--- src/rtl/eq_pkg.sv ---
// eq_pkg: word widths, FSM encoding and default coefficient sheet
// for the three-band equaliser biquad bank.
package eq_pkg;

  localparam int DECIM    = 14;
  localparam int MAGN     = 8;
  localparam int N        = DECIM + MAGN + 1;
  localparam int ACC_W    = 2 * N + 3;
  localparam int NUM_SECT = 6;
  localparam int NUM_TAPS = 5;
  localparam int NUM_COEF = NUM_SECT * NUM_TAPS;

  typedef logic signed [N-1:0] word_t;

  typedef enum logic [1:0] {
    S_IDLE,
    S_MAC,
    S_WB,
    S_DONE
  } state_t;

  localparam logic signed [ACC_W-1:0] SAT_HI =
    {{(ACC_W-N+1){1'b0}}, {(N-1){1'b1}}};
  localparam logic signed [ACC_W-1:0] SAT_LO =
    {{(ACC_W-N+1){1'b1}}, {(N-1){1'b0}}};

  // b0,b1,b2,a1,a2 per section; a1/a2 already negated so all taps add
  localparam word_t COEF_DEFAULT [NUM_COEF] = '{
    23'h000040, 23'h000080, 23'h000040, 23'h007E00, 23'h7FC1C0,
    23'h003F00, 23'h7F8200, 23'h003F00, 23'h007E00, 23'h7FC1C0,
    23'h000400, 23'h000800, 23'h000400, 23'h006000, 23'h7FE800,
    23'h003000, 23'h7FA000, 23'h003000, 23'h006000, 23'h7FE800,
    23'h001800, 23'h003000, 23'h001800, 23'h002000, 23'h7FF000,
    23'h001000, 23'h7FE000, 23'h001000, 23'h002000, 23'h7FF000
  };

  function automatic word_t sat_n(input logic signed [ACC_W-1:0] acc);
    logic signed [ACC_W-1:0] sh;
    sh = acc >>> DECIM;
    if (sh > SAT_HI) return {1'b0, {(N-1){1'b1}}};
    if (sh < SAT_LO) return {1'b1, {(N-1){1'b0}}};
    return sh[N-1:0];
  endfunction

endpackage

--- src/rtl/biquad_mac.sv ---
// biquad_mac: shared signed multiply-accumulate with Q-format
// rescale and saturation of the section result.
module biquad_mac
  import eq_pkg::*;
(
  input  logic         clk,
  input  logic         rst_n,
  input  logic         i_clr,
  input  logic         i_en,
  input  logic [N-1:0] i_coef,
  input  logic [N-1:0] i_x,
  output logic [N-1:0] o_y
);

  logic signed [2*N-1:0]   w_prod;
  logic signed [ACC_W-1:0] w_base;
  logic signed [ACC_W-1:0] r_acc;

  assign w_prod = $signed(i_coef) * $signed(i_x);
  assign w_base = i_clr ? '0 : r_acc;

  always_ff @(posedge clk) begin
    if (!rst_n) begin
      r_acc <= '0;
    end else if (i_en) begin
      r_acc <= w_base + ACC_W'(w_prod);
    end
  end

  assign o_y = sat_n(r_acc);

endmodule

--- src/rtl/biquad_bank_sched.sv ---
// biquad_bank_sched: one shared MAC walks six biquad sections per
// sample (low/mid/high band, LP then HP) and updates band outputs.
module biquad_bank_sched
  import eq_pkg::*;
(
  input  logic         clock,
  input  logic         reset,
  input  logic         gen_enable,
  input  logic         sample_strobe,
  input  logic [N-1:0] dato_entrada,
  input  logic         coef_we,
  input  logic [4:0]   coef_addr,
  input  logic [N-1:0] coef_data,
  output logic [N-1:0] out_b,
  output logic [N-1:0] out_m,
  output logic [N-1:0] out_a,
  output logic         out_valid,
  output logic         busy,
  output logic         overrun
);

  state_t       r_state, w_next;
  logic [2:0]   r_sect, r_tap;
  word_t        r_sample, r_yprev;
  word_t        r_coef [NUM_COEF];
  word_t        r_u1 [NUM_SECT];
  word_t        r_u2 [NUM_SECT];
  word_t        r_y1 [NUM_SECT];
  word_t        r_y2 [NUM_SECT];
  logic [N-1:0] r_out_b, r_out_m, r_out_a;
  logic         r_overrun;
  logic         w_start, w_mac, w_wb;
  logic [4:0]   w_caddr;
  word_t        w_u, w_x, w_y;

  assign w_start = sample_strobe && gen_enable;
  assign w_mac   = (r_state == S_MAC);
  assign w_wb    = (r_state == S_WB);
  assign w_caddr = {2'b0, r_sect} * 5'd5 + {2'b0, r_tap};
  // odd sections are the HP half of a band, fed by the LP half
  assign w_u     = r_sect[0] ? r_yprev : r_sample;

  always_ff @(posedge clock) begin
    if (!reset) r_state <= S_IDLE;
    else        r_state <= w_next;
  end

  always_comb begin
    w_next = r_state;
    unique case (r_state)
      S_IDLE:  if (w_start) w_next = S_MAC;
      S_MAC:   if (r_tap == 3'd4) w_next = S_WB;
      S_WB:    w_next = (r_sect == 3'd5) ? S_DONE : S_MAC;
      S_DONE:  w_next = S_IDLE;
      default: w_next = S_IDLE;
    endcase
  end

  always_comb begin
    w_x = '0;
    unique case (1'b1)
      r_tap == 3'd0: w_x = w_u;
      r_tap == 3'd1: w_x = r_u1[r_sect];
      r_tap == 3'd2: w_x = r_u2[r_sect];
      r_tap == 3'd3: w_x = r_y1[r_sect];
      default:       w_x = r_y2[r_sect];
    endcase
  end

  biquad_mac u_mac (
    .clk    (clock),
    .rst_n  (reset),
    .i_clr  (r_tap == 3'd0),
    .i_en   (w_mac),
    .i_coef (r_coef[w_caddr]),
    .i_x    (w_x),
    .o_y    (w_y)
  );

  always_ff @(posedge clock) begin
    if (!reset) begin
      r_sect    <= '0;
      r_tap     <= '0;
      r_sample  <= '0;
      r_yprev   <= '0;
      r_out_b   <= '0;
      r_out_m   <= '0;
      r_out_a   <= '0;
      r_overrun <= 1'b0;
      for (int i = 0; i < NUM_COEF; i++) r_coef[i] <= COEF_DEFAULT[i];
      for (int s = 0; s < NUM_SECT; s++) begin
        r_u1[s] <= '0;
        r_u2[s] <= '0;
        r_y1[s] <= '0;
        r_y2[s] <= '0;
      end
    end else begin
      if (sample_strobe && r_state != S_IDLE) r_overrun <= 1'b1;
      if (r_state == S_IDLE) begin
        if (coef_we && coef_addr < 5'(NUM_COEF)) r_coef[coef_addr] <= coef_data;
        if (w_start) begin
          r_sample <= dato_entrada;
          r_sect   <= '0;
          r_tap    <= '0;
        end
      end
      if (w_mac) r_tap <= (r_tap == 3'd4) ? 3'd0 : r_tap + 3'd1;
      if (w_wb) begin
        r_u2[r_sect] <= r_u1[r_sect];
        r_u1[r_sect] <= w_u;
        r_y2[r_sect] <= r_y1[r_sect];
        r_y1[r_sect] <= w_y;
        r_yprev      <= w_y;
        r_sect       <= (r_sect == 3'd5) ? 3'd0 : r_sect + 3'd1;
        if (r_sect == 3'd1) r_out_b <= w_y;
        if (r_sect == 3'd3) r_out_m <= w_y;
        if (r_sect == 3'd5) r_out_a <= w_y;
      end
    end
  end

  assign out_b     = r_out_b;
  assign out_m     = r_out_m;
  assign out_a     = r_out_a;
  assign out_valid = (r_state == S_DONE);
  assign busy      = (r_state != S_IDLE);
  assign overrun   = r_overrun;

endmodule

--- config.mk ---
export PLATFORM = sky130hd
export DESIGN_NAME = biquad_bank_sched
export DESIGN_NICKNAME = d
export VERILOG_FILES = /design/src/rtl/eq_pkg.sv /design/src/rtl/biquad_mac.sv /design/src/rtl/biquad_bank_sched.sv
export SDC_FILE = /design/constraint.sdc
export NUM_CORES = 2
export LEC_CHECK = 0
export BUFFER_PORTS_ARGS = -buffer_cell sky130_fd_sc_hd__buf_2
export CELL_PAD_IN_SITES_DETAIL_PLACEMENT = 1
export CELL_PAD_IN_SITES_GLOBAL_PLACEMENT = 1
export CORE_ASPECT_RATIO = 2
export CORE_MARGIN = 4
export CORE_UTILIZATION = 54
export DETAILED_ROUTE_END_ITERATION = 6
export PLACE_DENSITY_LB_ADDON = 0.1
export REMOVE_ABC_BUFFERS = 1
export SLEW_MARGIN = 5
export SYNTH_ARGS = -nofsm -noshare
export SYNTH_HDL_FRONTEND = slang
export SYNTH_SLANG_ARGS = --single-unit
--- constraint.sdc ---
create_clock -name clock -period 13.1 [get_ports clock]
set_input_delay 0.655 -clock clock [delete_from_list [all_inputs] [get_ports clock]]
set_output_delay 0.655 -clock clock [all_outputs]
set_load 0.1 [all_outputs]
==> results by group <==
Status
  • Status: finished, final reports clean

Setup path
  • Crit-path slowest cell: fa_4
  • Most common cell on crit path: fa_1
  • Buffering stage count on the worst path with inverters included: 4
  • CP max stage delay: 1320 ps
  • CP arrival: 12200 ps
  • CP delay by family, top: adder cells
  • CP endpoint kind: register
  • CP Class: register to register
  • CP Launch Type: register
  • Required @ worst endpoint: 13800 ps
  • Critical Path Fanout Max: 31

Yosys
  • Post-synthesis register bit count: 1648
  • Combinational family with the most area after synthesis: adder cells
  • Synth Area in Simple Gates: 0.1283
  • Compound-cell area share of the yosys netlist: 0.02749
  • Top cell type's share of synthesized area: 0.4663
  • Asr flop ratio synth: 0
  • XOR/XNOR share of the synthesized area: 0.004791
  • Cell Area, Synth: 94800 sq um
  • Synth Area in Adders: 0.1629
  • Mux contribution to synthesized area: 0.1145
  • Area leader, netlist: edfxtp_1
  • Seq/Total Area, Yosys: 0.5034
  • Cells after Synth: 7316
  • Dominant cells by area after synthesis: edfxtp_1 47%, fa_1 14%, mux4_2 9.8%, and2_1 3.8%, dfxtp_1 3.7%
  • Primary FF master, synth: edfxtp_1
  • Post-synth EDFFs: 1472
  • Ys Warns: 0
  • Mean area per synthesized cell: 12.96 sq um
  • Distinct cells, synth: 71

Timing
  • Final Hold Fails: 0
  • Max Slew Vio Count: 0
  • Final setup viols: 0
  • RSZ-0062 raised after global routing: no
  • Actual slew at the worst max-slew pin: 1337 ps
  • FMAX: 0.08694 GHz
  • Clock Skew: 51.27 ps
  • Min Tclk post-route: 11500 ps
  • Slew headroom: 0.09931
  • Final setup margin: 1598 ps
  • Hold slack: 68.36 ps
  • Final period util: 0.8780

Clock tree
  • Post-CTS Setup Bufs: 0
  • Num CTS Buffers: 154
  • Htree depth: 4
  • CTS clk-pin slew, worst paths: 70 ps
  • Post-CTS sizing: 0
  • Skew-Pair Late Insertion Delay: 830 ps
  • CTS tree: done
  • Max clock buf depth: 4
  • CTS Sinks: 1648
  • CTS Root Cell: clkbuf_16
  • CTS Hold Bufs: 0

Cells and area
  • Final Instance Area: 103100 sq um
  • Post-Layout Cell Count: 9691
  • Fill cell count: 17.00k
  • Multi-input logic area: 42500 sq um
  • Most common cell after layout, fill and taps aside: edfxtp_1
  • Nets: 8173
  • Commonest cells after routing, fill and taps aside: 1472 x edfxtp_1, 881 x inv_1, 711 x nor2_1
  • Synthesis-to-finish area growth: 8.763%
  • Register area: 47740 sq um
  • Share of cells above drive strength 1: 0.1471

Die
  • Die Area: 182700 sq um
  • # rows: 217
  • Die height: 600.5 microns
  • Ports: 128
  • Starting Density: 0.5430
  • Die W: 304.3 microns
  • Core area: 174600 sq um

Worst hold path
  • Hold crit path type: primary input to register

Global routing
  • Met2 usage: 0.6439
  • Global route overflow: 0
  • First-pass GRT wire length: 433500 microns
  • Largest net degree at the start of global routing: 93
  • GR Util met1: 0.3141
  • Gr busiest metal: met2
  • Initial antenna violation count: 5
  • Grt met3 use: 0.03222
  • Global Route Usage Sum: 0.3223
  • Vias in the first global route: 67.16k

Placed design
  • Placer Congestion: 0.8946
  • Detailed placement HPWL: 210800 microns
  • Pre-CTS setup slack: 1528 ps
  • Cell Area, Placed: 98270 sq um
  • Placed cells: 9425
  • I/O Buffers: 127

Drt
  • 1st-iter DRT viols: 3921
  • Final ANT Viol Nets: 0
  • Vias: 58.36k
  • TritonRoute pass-1 iters: 5
  • DRC violations left: 0
  • Wire per inst: 30.12 microns
  • Number of vias per cell: 6.022
  • Drt total wl: 291900 microns

Power
  • Tot Pwr: 21.82 mW
  • Pwr dens: 211.6 nW/um^2
  • Leak Pwr: 39.14 nW
  • Max VDD drop: 0.2526 mV

Run
  • MaxCap Viol Count: 0
routing by layer:
layer / vias up / wire length (microns)
li1: 24553 / -
met1: 30910 / 90160
met2: 1994 / 168400
met3: 896 / 11860
met4: 4 / 21390
met5: - / 28
cell type report:
cell class,count,share of cell area
diodes,2,0.00004854
well taps,2299,0.02790
flip-flops and latches,1648,0.4630
multi-input cells,4321,0.4122
repair buffers,275,0.01781
inverters,882,0.03216
clock buffers,192,0.04048
clock inverters,72,0.006419
flip-flops by register name, indices dropped and copies added (netlist names), named ones only:
signal       cells
r_sample        23
out_m           23
r_u2           184
r_sect           3
r_yprev         23
r_y1           184
r_coef         736
r_y2           184
r_state          2
overrun          1
r_tap            3
u_mac.r_acc     49
out_a           23
r_u1           184
out_b           23
cell usage after synthesis, types with 13 or more instances:
library cell and instances:
a21o_1 30, a21oi_1 189, and2_1 575, and3_1 18, buf_1 23, buf_2 86, buf_4 29, buf_6 14
clkbuf_1 358, dfxtp_1 176, edfxtp_1 1472, fa_1 665, ha_1 170, inv_1 882, mux2i_1 116, mux4_2 414
nand2_1 391, nand2b_1 320, nand3_1 27, nand4_1 13, nor2_1 734, nor2b_1 46, nor3_1 25, o21ai_0 92
o22ai_1 45, or2_2 44, or3_1 174, xnor2_1 28, xor2_1 22
worst reg2reg max path, delay by kind of cell, from the launching register on:
kind,cells,cell delay (ps)
AO/OA/AOI/OAI,4,1180
flip-flops,1,560
adder cells (fa/ha/maj),11,6270
buffers and inverters,4,870
multiplexers,2,1420
AND/OR/NAND/NOR,4,1080
kinds of logic after synthesis:
group | Yosys count
muxes | 550
and+or+nand+nor | 2398
AOI/OAI and AO/OA | 441
xor gates and xnor gates | 51
DFF | 1648
adders and majority gates | 835
other | 1
buffers and inverters | 1392
through the flow:
| step | TNS (ps) | utilization |
|---|---|---|
| finish | 0 | 0.5906 |
| global route | 0 | 0.5906 |
| CTS | 0 | 0.5906 |
| detailed placement | 0 | 0.5629 |
| global placement | 0 | 0.5629 |
| floorplan | -120730 | - |
path summary, 6_finish.rpt:
check             slack, ps              end          start  cells after the start
setup / recovery       1600  u_mac.r_acc[43]      r_sect[2]                     25
hold / removal           70          overrun  sample_strobe                      3
setup reg to reg       1600  u_mac.r_acc[43]      r_sect[2]                     25
hold reg to reg         450         out_m[0]       out_m[0]                      2
power breakdown:
group	internal [mW]	switching, mW
registers	5.87	0.104
clock network	2.49	1.98
logic	4.17	7.19
No activity file was read; power rests on OpenSTA's default activity.
